**src/rtl/ssd_count_driver_if.sv**
```systemverilog
// Control/status bundle between board inputs and the HEX0 count source.
// The master drives controls; the slave returns count and pulses.
interface ssd_count_driver_if #(
  parameter int WIDTH = 4
);
  logic             en;
  logic             up;
  logic             load;
  logic [WIDTH-1:0] load_val;
  logic [WIDTH-1:0] count;
  logic             tick;
  logic             wrap;

  modport master (
    output en, up, load, load_val,
    input  count, tick, wrap
  );

  modport slave (
    input  en, up, load, load_val,
    output count, tick, wrap
  );
endinterface

```
**src/rtl/ssd_count_driver.sv**
```systemverilog
// Prescaled, loadable up/down counter feeding the HEX0 decoder.
// tick/wrap pulses line up with the new count so HEX1 can cascade.
module ssd_count_driver #(
  parameter int WIDTH    = 4,
  parameter int MAX_VAL  = 10,
  parameter int PRESCALE = 50000000
) (
  input  logic                clk,
  input  logic                rst,
  ssd_count_driver_if.slave   bus
);
  localparam int PW =
    (PRESCALE > 1) ? $clog2(PRESCALE) : 1;
  localparam logic [PW-1:0] PRE_LAST =
    PW'(PRESCALE - 1);
  localparam logic [WIDTH-1:0] MAXV =
    WIDTH'(MAX_VAL);

  logic [PW-1:0]    pre;
  logic [WIDTH-1:0] count_q;
  logic             tick_q;
  logic             wrap_q;
  logic             step;
  logic [WIDTH-1:0] load_sat;

  assign step     = bus.en && (pre == PRE_LAST);
  assign load_sat =
    (bus.load_val > MAXV) ? MAXV : bus.load_val;

  always_ff @(posedge clk or posedge rst) begin
    if (rst) begin
      pre     <= '0;
      count_q <= '0;
      tick_q  <= 1'b0;
      wrap_q  <= 1'b0;
    end else if (bus.load) begin
      pre     <= '0;
      count_q <= load_sat;
      tick_q  <= 1'b0;
      wrap_q  <= 1'b0;
    end else if (step) begin
      pre    <= '0;
      tick_q <= 1'b1;
      if (bus.up) begin
        if (count_q == MAXV) begin
          count_q <= '0;
          wrap_q  <= 1'b1;
        end else begin
          count_q <= count_q + WIDTH'(1);
          wrap_q  <= 1'b0;
        end
      end else begin
        if (count_q == '0) begin
          count_q <= MAXV;
          wrap_q  <= 1'b1;
        end else begin
          count_q <= count_q - WIDTH'(1);
          wrap_q  <= 1'b0;
        end
      end
    end else begin
      // en=0 leaves pre frozen; pulses drop either way
      if (bus.en) pre <= pre + PW'(1);
      tick_q <= 1'b0;
      wrap_q <= 1'b0;
    end
  end

  assign bus.count = count_q;
  assign bus.tick  = tick_q;
  assign bus.wrap  = wrap_q;
endmodule

```
**src/flat_wrapper.sv**
```systemverilog
// flat-port wrapper written by rule: the top's interface ports become plain ports
module ssd_count_driver_flat 
#(
  parameter int WIDTH    = 4,
  parameter int MAX_VAL  = 10,
  parameter int PRESCALE = 50000000
)
  (clk, rst, bus_en, bus_up, bus_load, bus_load_val, bus_count, bus_tick, bus_wrap);
  ssd_count_driver_if #(.WIDTH(WIDTH)) bus_i ();
  input  logic clk;
  input  logic rst;
  input wire logic [$bits(bus_i.en)-1:0] bus_en;
  input wire logic [$bits(bus_i.up)-1:0] bus_up;
  input wire logic [$bits(bus_i.load)-1:0] bus_load;
  input wire logic [$bits(bus_i.load_val)-1:0] bus_load_val;
  output wire logic [$bits(bus_i.count)-1:0] bus_count;
  output wire logic [$bits(bus_i.tick)-1:0] bus_tick;
  output wire logic [$bits(bus_i.wrap)-1:0] bus_wrap;
  assign bus_i.en = bus_en;
  assign bus_i.up = bus_up;
  assign bus_i.load = bus_load;
  assign bus_i.load_val = bus_load_val;
  assign bus_count = bus_i.count;
  assign bus_tick = bus_i.tick;
  assign bus_wrap = bus_i.wrap;
  ssd_count_driver #(.WIDTH(WIDTH), .MAX_VAL(MAX_VAL), .PRESCALE(PRESCALE)) u_core (.clk(clk), .rst(rst), .bus(bus_i));
endmodule
```
**config.mk**
```make
export PLATFORM = sky130hd
export DESIGN_NAME = ssd_count_driver_flat
export DESIGN_NICKNAME = d
export VERILOG_FILES = /design/src/rtl/ssd_count_driver_if.sv /design/src/rtl/ssd_count_driver.sv /design/src/flat_wrapper.sv
export SDC_FILE = /design/constraint.sdc
export NUM_CORES = 1
export LEC_CHECK = 0
export BUFFER_PORTS_ARGS = -buffer_cell sky130_fd_sc_hd__buf_2
export CORE_MARGIN = 1
export CORE_UTILIZATION = 30
export CTS_BUF_LIST = sky130_fd_sc_hd__clkbuf_8 sky130_fd_sc_hd__clkbuf_16
export DETAILED_ROUTE_END_ITERATION = 8
export GPL_TIMING_DRIVEN = 0
export PLACE_DENSITY_LB_ADDON = 0.1
export SLEW_MARGIN = 20
export SYNTH_ARGS = -nofsm -noshare
export SYNTH_HDL_FRONTEND = slang
export SYNTH_SLANG_ARGS = --single-unit
```
**constraint.sdc**
```tcl
create_clock -name clk -period 1.8 [get_ports clk]
set_input_delay 0.27 -clock clk [delete_from_list [all_inputs] [get_ports clk]]
set_output_delay 0.27 -clock clk [all_outputs]
set_load 0.02 [all_outputs]
```
Yosys cells after proc, flatten, opt, wreduce, memory -nomap -nowiden
Cells that the tools add are included.
- add/sub/neg operators: 3
- multiply operators: 0
- divide/modulo/power cells: 0
- order comparisons: 1
- eq/ne operators: 2
- shift-type cells: 0
- mux-type cells: 16
- bitwise gates (word level): 0
- reduce and logical (&&, ||, !) cells: 4
- operator list (kind ; number):
    26-bit two-way mux ; 3
    26-bit by 1-bit adder with 26-bit output (second input constant) ; 1
    26-bit equality test (second input constant) ; 1
    4-bit two-way mux ; 6
    1-bit two-way mux ; 7
    4-bit by 1-bit adder with 4-bit output (second input constant) ; 1
    4-bit equality test (second input constant) ; 1
    4-bit greater-than comparator (second input constant) ; 1
    4-bit zero test ; 1
    4-bit by 1-bit subtractor with 4-bit output (second input constant) ; 1
    3-bit nonzero test ; 1
    2-bit nonzero test ; 1
    1-bit logical AND ; 1
- register bits: 32
- latch bits: 0
- memory bits (writable): 0
- ROM bits: 0
- input port bits: 9
- logic and storage cells: 30
- memories kept: 0

Logic depth before layout (Yosys ltp)
- word-level depth: 5
- mapped depth: 7

Worst setup path before layout
OpenSTA, ideal clock, no wires.
- path kind: register -> register
- from: register u_core.count_q[0] (netlist: u_core.bus.count[0])
- to: register u_core.count_q[0] (netlist: u_core.bus.count[0])
- setup time: 132 ps
- arrival: 1593 ps
- required time: 1668 ps
- slack: 75 ps
- stages on the path, launching flop included: 8
- path buffers: 0
- clock period less this slack: 1725 ps
- cell sequence: dfrtp_1 > inv_1 > ha_1 > or3b_2 > a21oi_1 > nor4_1 > a21oi_1 > o21ai_1
- cells in the longest elaborated chain, start to end: 5
- RTL lines (what ; RTL line ; source):
    from (decl) ; ssd_count_driver.sv:20 ; logic [WIDTH-1:0] count_q;
    from (signal assigned) ; ssd_count_driver.sv:38 ; count_q <= load_sat;
    from (signal assigned) ; ssd_count_driver.sv:49 ; count_q <= count_q + WIDTH'(1);
    from (signal assigned) ; ssd_count_driver.sv:57 ; count_q <= count_q - WIDTH'(1);
    4-bit by 1-bit subtractor with 4-bit output, or another cell as far along ; ssd_count_driver.sv:57 ;
    4-bit two-way mux (on tied branches) ; ssd_count_driver.sv:53, ssd_count_driver.sv:45 ;
    4-bit two-way mux * ; ssd_count_driver.sv:44 ; if (bus.up) begin
    4-bit two-way mux * ; ssd_count_driver.sv:41 ; end else if (step) begin
    4-bit two-way mux * ; ssd_count_driver.sv:36 ; end else if (bus.load) begin
Mark *: on every way between the ends. The rest lies on a longest branch, timed or not. The select of a mux whose other input is x is not followed.
A chain may end at the register's enable or synchronous reset.

Worst setup path in the final report
- from: register u_core.pre[1]
- to: register u_core.pre[22]
- cells in the longest elaborated chain, start to end: 4
- RTL lines (what ; RTL line ; source):
    from (decl) ; ssd_count_driver.sv:19 ; logic [PW-1:0] pre;
    from (signal assigned) ; ssd_count_driver.sv:63 ; if (bus.en) pre <= pre + PW'(1);
    26-bit by 1-bit adder with 26-bit output / 26-bit equality test (equally long branches) ; ssd_count_driver.sv:63, ssd_count_driver.sv:26 ;
    26-bit two-way mux / 1-bit logical AND (equally long branches) ; ssd_count_driver.sv:63, ssd_count_driver.sv:26 ;
    26-bit two-way mux ; ssd_count_driver.sv:41 ;
    26-bit two-way mux ; ssd_count_driver.sv:36 ;
Several ways; a longest one is shown, not always the timed one. The select of a mux whose other input is x is not followed.

==> metrics.txt <==
core area=5990 um2; commonest non-fill, non-tap cell in the layout=nor2_1; EDFF count, synth=0; synth warn=0; sequential share of the synthesized area=42.3%; Cell Pwr Density=648 nW/um2; Post-Route WL=roughly 4.6 mm; die area=6630 um2; CP max FO=5; Leakage=1.01 nW; vias in the first global route=1,614; ys flop type=dfrtp_1; post-synthesis instance area=about 1900 um2; Crit path required time=2.01 ns; H-tree depth=2; CP top delay family=simple AND/OR/NAND/NOR gates; global route hottest layer=met2; via count=~1,600; CP Class=flop to flop; Max Root-Sink Buffers=2; CTS Sinks=32; Worst setup SP type=flop; synthesized area per cell=approximately 9 um2; die width=around 80 um; GR Overflow Total=0; cells along the critical path=ha_4 > and4_4 > nand4_1 > o21ai_1 > or3_1 > a21oi_1; # fillers=616; DRT antenna net count=0; status=finished, final reports clean; Initial Util=about a third; Setup-failing EPs final=0; Tot GR Track Use=15.8%; I/O pin count=15; pins over their slew limit=0; post-synthesis register bit count=32; Unique masters post-synth=40; CTS clk-pin slew, worst paths=0.06 ns; layout cell share with drive strength beyond 1=25.8%; endpoints failing hold=0; Layout area overhead=24.5%; Final Core Density=39.3%; RSZ-0062 raised after global routing=true; vias per inst=around 5.1; Max Cap Violations=0; drt initial violations=52; Die H=81.4 um; Placed Instance Area=2050 um2; commonest cells after routing, fill and taps aside=nor2_1, dfrtp_1, xor2_1, nand3_1, buf_2; Root Buffer=clkbuf_8; relative slew slack=between 50% and 60%; Detailed Routing Iterations Pass 1=4; post-DP HPWL=3.10 mm; GR Util met3=3.67%; CP peak stage delay=0.43 ns; antenna cells=0; Mapped Nets=221; ys async rst share=100%; initial antenna violation count=0; Slew @ Worst Pin=between 0.7 and 0.8 ns; leading area contributor after synthesis=dfrtp_1; GR Util met2=24.1%; Synth top area share=42.3%; type of the most critical hold path=input pin to async pin; Worst Path Arrival=1.93 ns; crit path from=u_core.pre[1]; synth top area cells=dfrtp_1, xor2_1, nor2_1; RR Startpoint=u_core.pre[1]; post-synthesis cell count=207; largest net degree at the start of global routing=33; CP bufs+invs=0; Worst-Skew Late Latency=0.28 ns; Max Freq=slightly below 600 MHz; maximum vdd drop=0.000288 V; Site Rows=28; RePlAce Congestion=0.721; fin crit share=roughly 95%; min Tclk post-route=about 1.7 ns; CP max-delay cell=dfrtp_2; GR Layer Usage met1=21.6%; CTS tree=yes; Design Area, Final=2360 um2; Nets=between 200 and 300; Worst setup EP type=flop; WL/cell=14.8 um; Hold-fix buffers, CTS=0; DRC viols=0; total CTS buffers=5; Worst Skew=0.00500 ns; first-pass GRT wire length=7.83 mm; Port Buffer Count=13
==> registers in the layout, indices dropped and copies added, names as in the netlist <==
| name | flops |
|---|---|
| u_core.bus.count | 4 |
| u_core.bus.wrap | 1 |
| u_core.bus.tick | 1 |
| u_core.pre | 26 |
==> cells by family (layout without fill, tap and decap cells) <==
family / Yosys count / in the layout / share of synthesized area, %
XOR/XNOR: 21 / 21 / 9.72
AND/OR/NAND/NOR: 102 / 102 / 30.5
adder cells (fa/ha/maj): 5 / 5 / 3.30
buffers and inverters: 14 / 43 / 2.97
AO/OA/AOI/OAI: 30 / 30 / 9.58
flip-flops: 32 / 32 / 42.3
multiplexers: 3 / 3 / 1.65
==> cell type report <==
class / count / area, um2 / area share (%)
multi-input combinational: 161 / 1160 / 49.2
sequential: 32 / 810 / 34.4
timing repair buffer: 22 / 133 / 5.63
clock buffer: 7 / 96.3 / 4.09
tap: 75 / 93.8 / 3.98
buffer: 7 / 38.8 / 1.65
inverter: 7 / 26.3 / 1.12
==> metrics by stage <==
| step | cells | power, mW | TNS (ns) | hold slack [ns] | worst slack [ns] |
|---|---|---|---|---|---|
| 2_1_floorplan | 207 | 0.860 | 0 | 0.352 | 0.0751 |
| 3_3_place_gp | 295 | 0.912 | -4.89 | 0.521 | -0.225 |
| 3_5_place_dp | 295 | 0.911 | -5.74 | 0.430 | -0.273 |
| 4_1_cts | 305 | 1.53 | 0 | 0.127 | 0.00800 |
| 5_1_grt | 311 | 1.60 | -0.0162 | 0.167 | -0.00918 |
| 6_report | 311 | 1.53 | 0 | 0.0952 | 0.0824 |
==> per-layer routing <==
layer | up-vias | share of wire [%]
li1 | 799 | -
met5 | - | 0
met4 | 0 | 1.8
met3 | 7 | 3.3
met2 | 21 | 43
met1 | 769 | 52
==> worst reg2reg max path, cell delays in order (launching register included) <==
cell	delay [ns]
dfrtp_2	0.43
ha_4	0.17
and4_4	0.20
nand4_1	0.20
o21ai_1	0.13
or3_1	0.36
a21oi_1	0.14
==> report_power, final <==
part | switching [mW] | internal, mW
Combinational | 0.110 | 0.0719
Clock | 0.260 | 0.340
Sequential | 0.0122 | 0.732
Total | 0.382 | 1.14
==> path summary, 6_finish.rpt <==
path                                            end  slack (ns)  cells after the start
worst max-delay path                 u_core.pre[22]        0.08                      6
worst min-delay path                 u_core.pre[24]         0.1                      2
worst max register to register       u_core.pre[22]        0.08                      6
worst min register to register       u_core.pre[25]        0.53                      2
max in group asynchronous       u_core.bus.count[1]        1.21                      2
min in group clk                u_core.bus.count[0]        0.23                      3
==> cell usage after synthesis, types with 4 or more instances <==
cell type / count
and3_1: 8
xnor2_1: 6
dfrtp_1: 32
nand3_1: 16
nand4_1: 11
clkbuf_1: 4
o21ai_0: 6
ha_1: 5
nor2_1: 29
nor3_1: 5
a21oi_1: 9
and4_1: 5
nand2_1: 10
inv_1: 7
xor2_1: 15
==> what timing repair did <==
| action | in CTS | in global routing |
|---|---|---|
| setup endpoints to repair | 29 | 26 |
| buffers inserted | 3 | 6 |
| pin swaps | 2 | 8 |
| gates resized for setup | 14 | 20 |
Power figures use the tool's default switching activity.
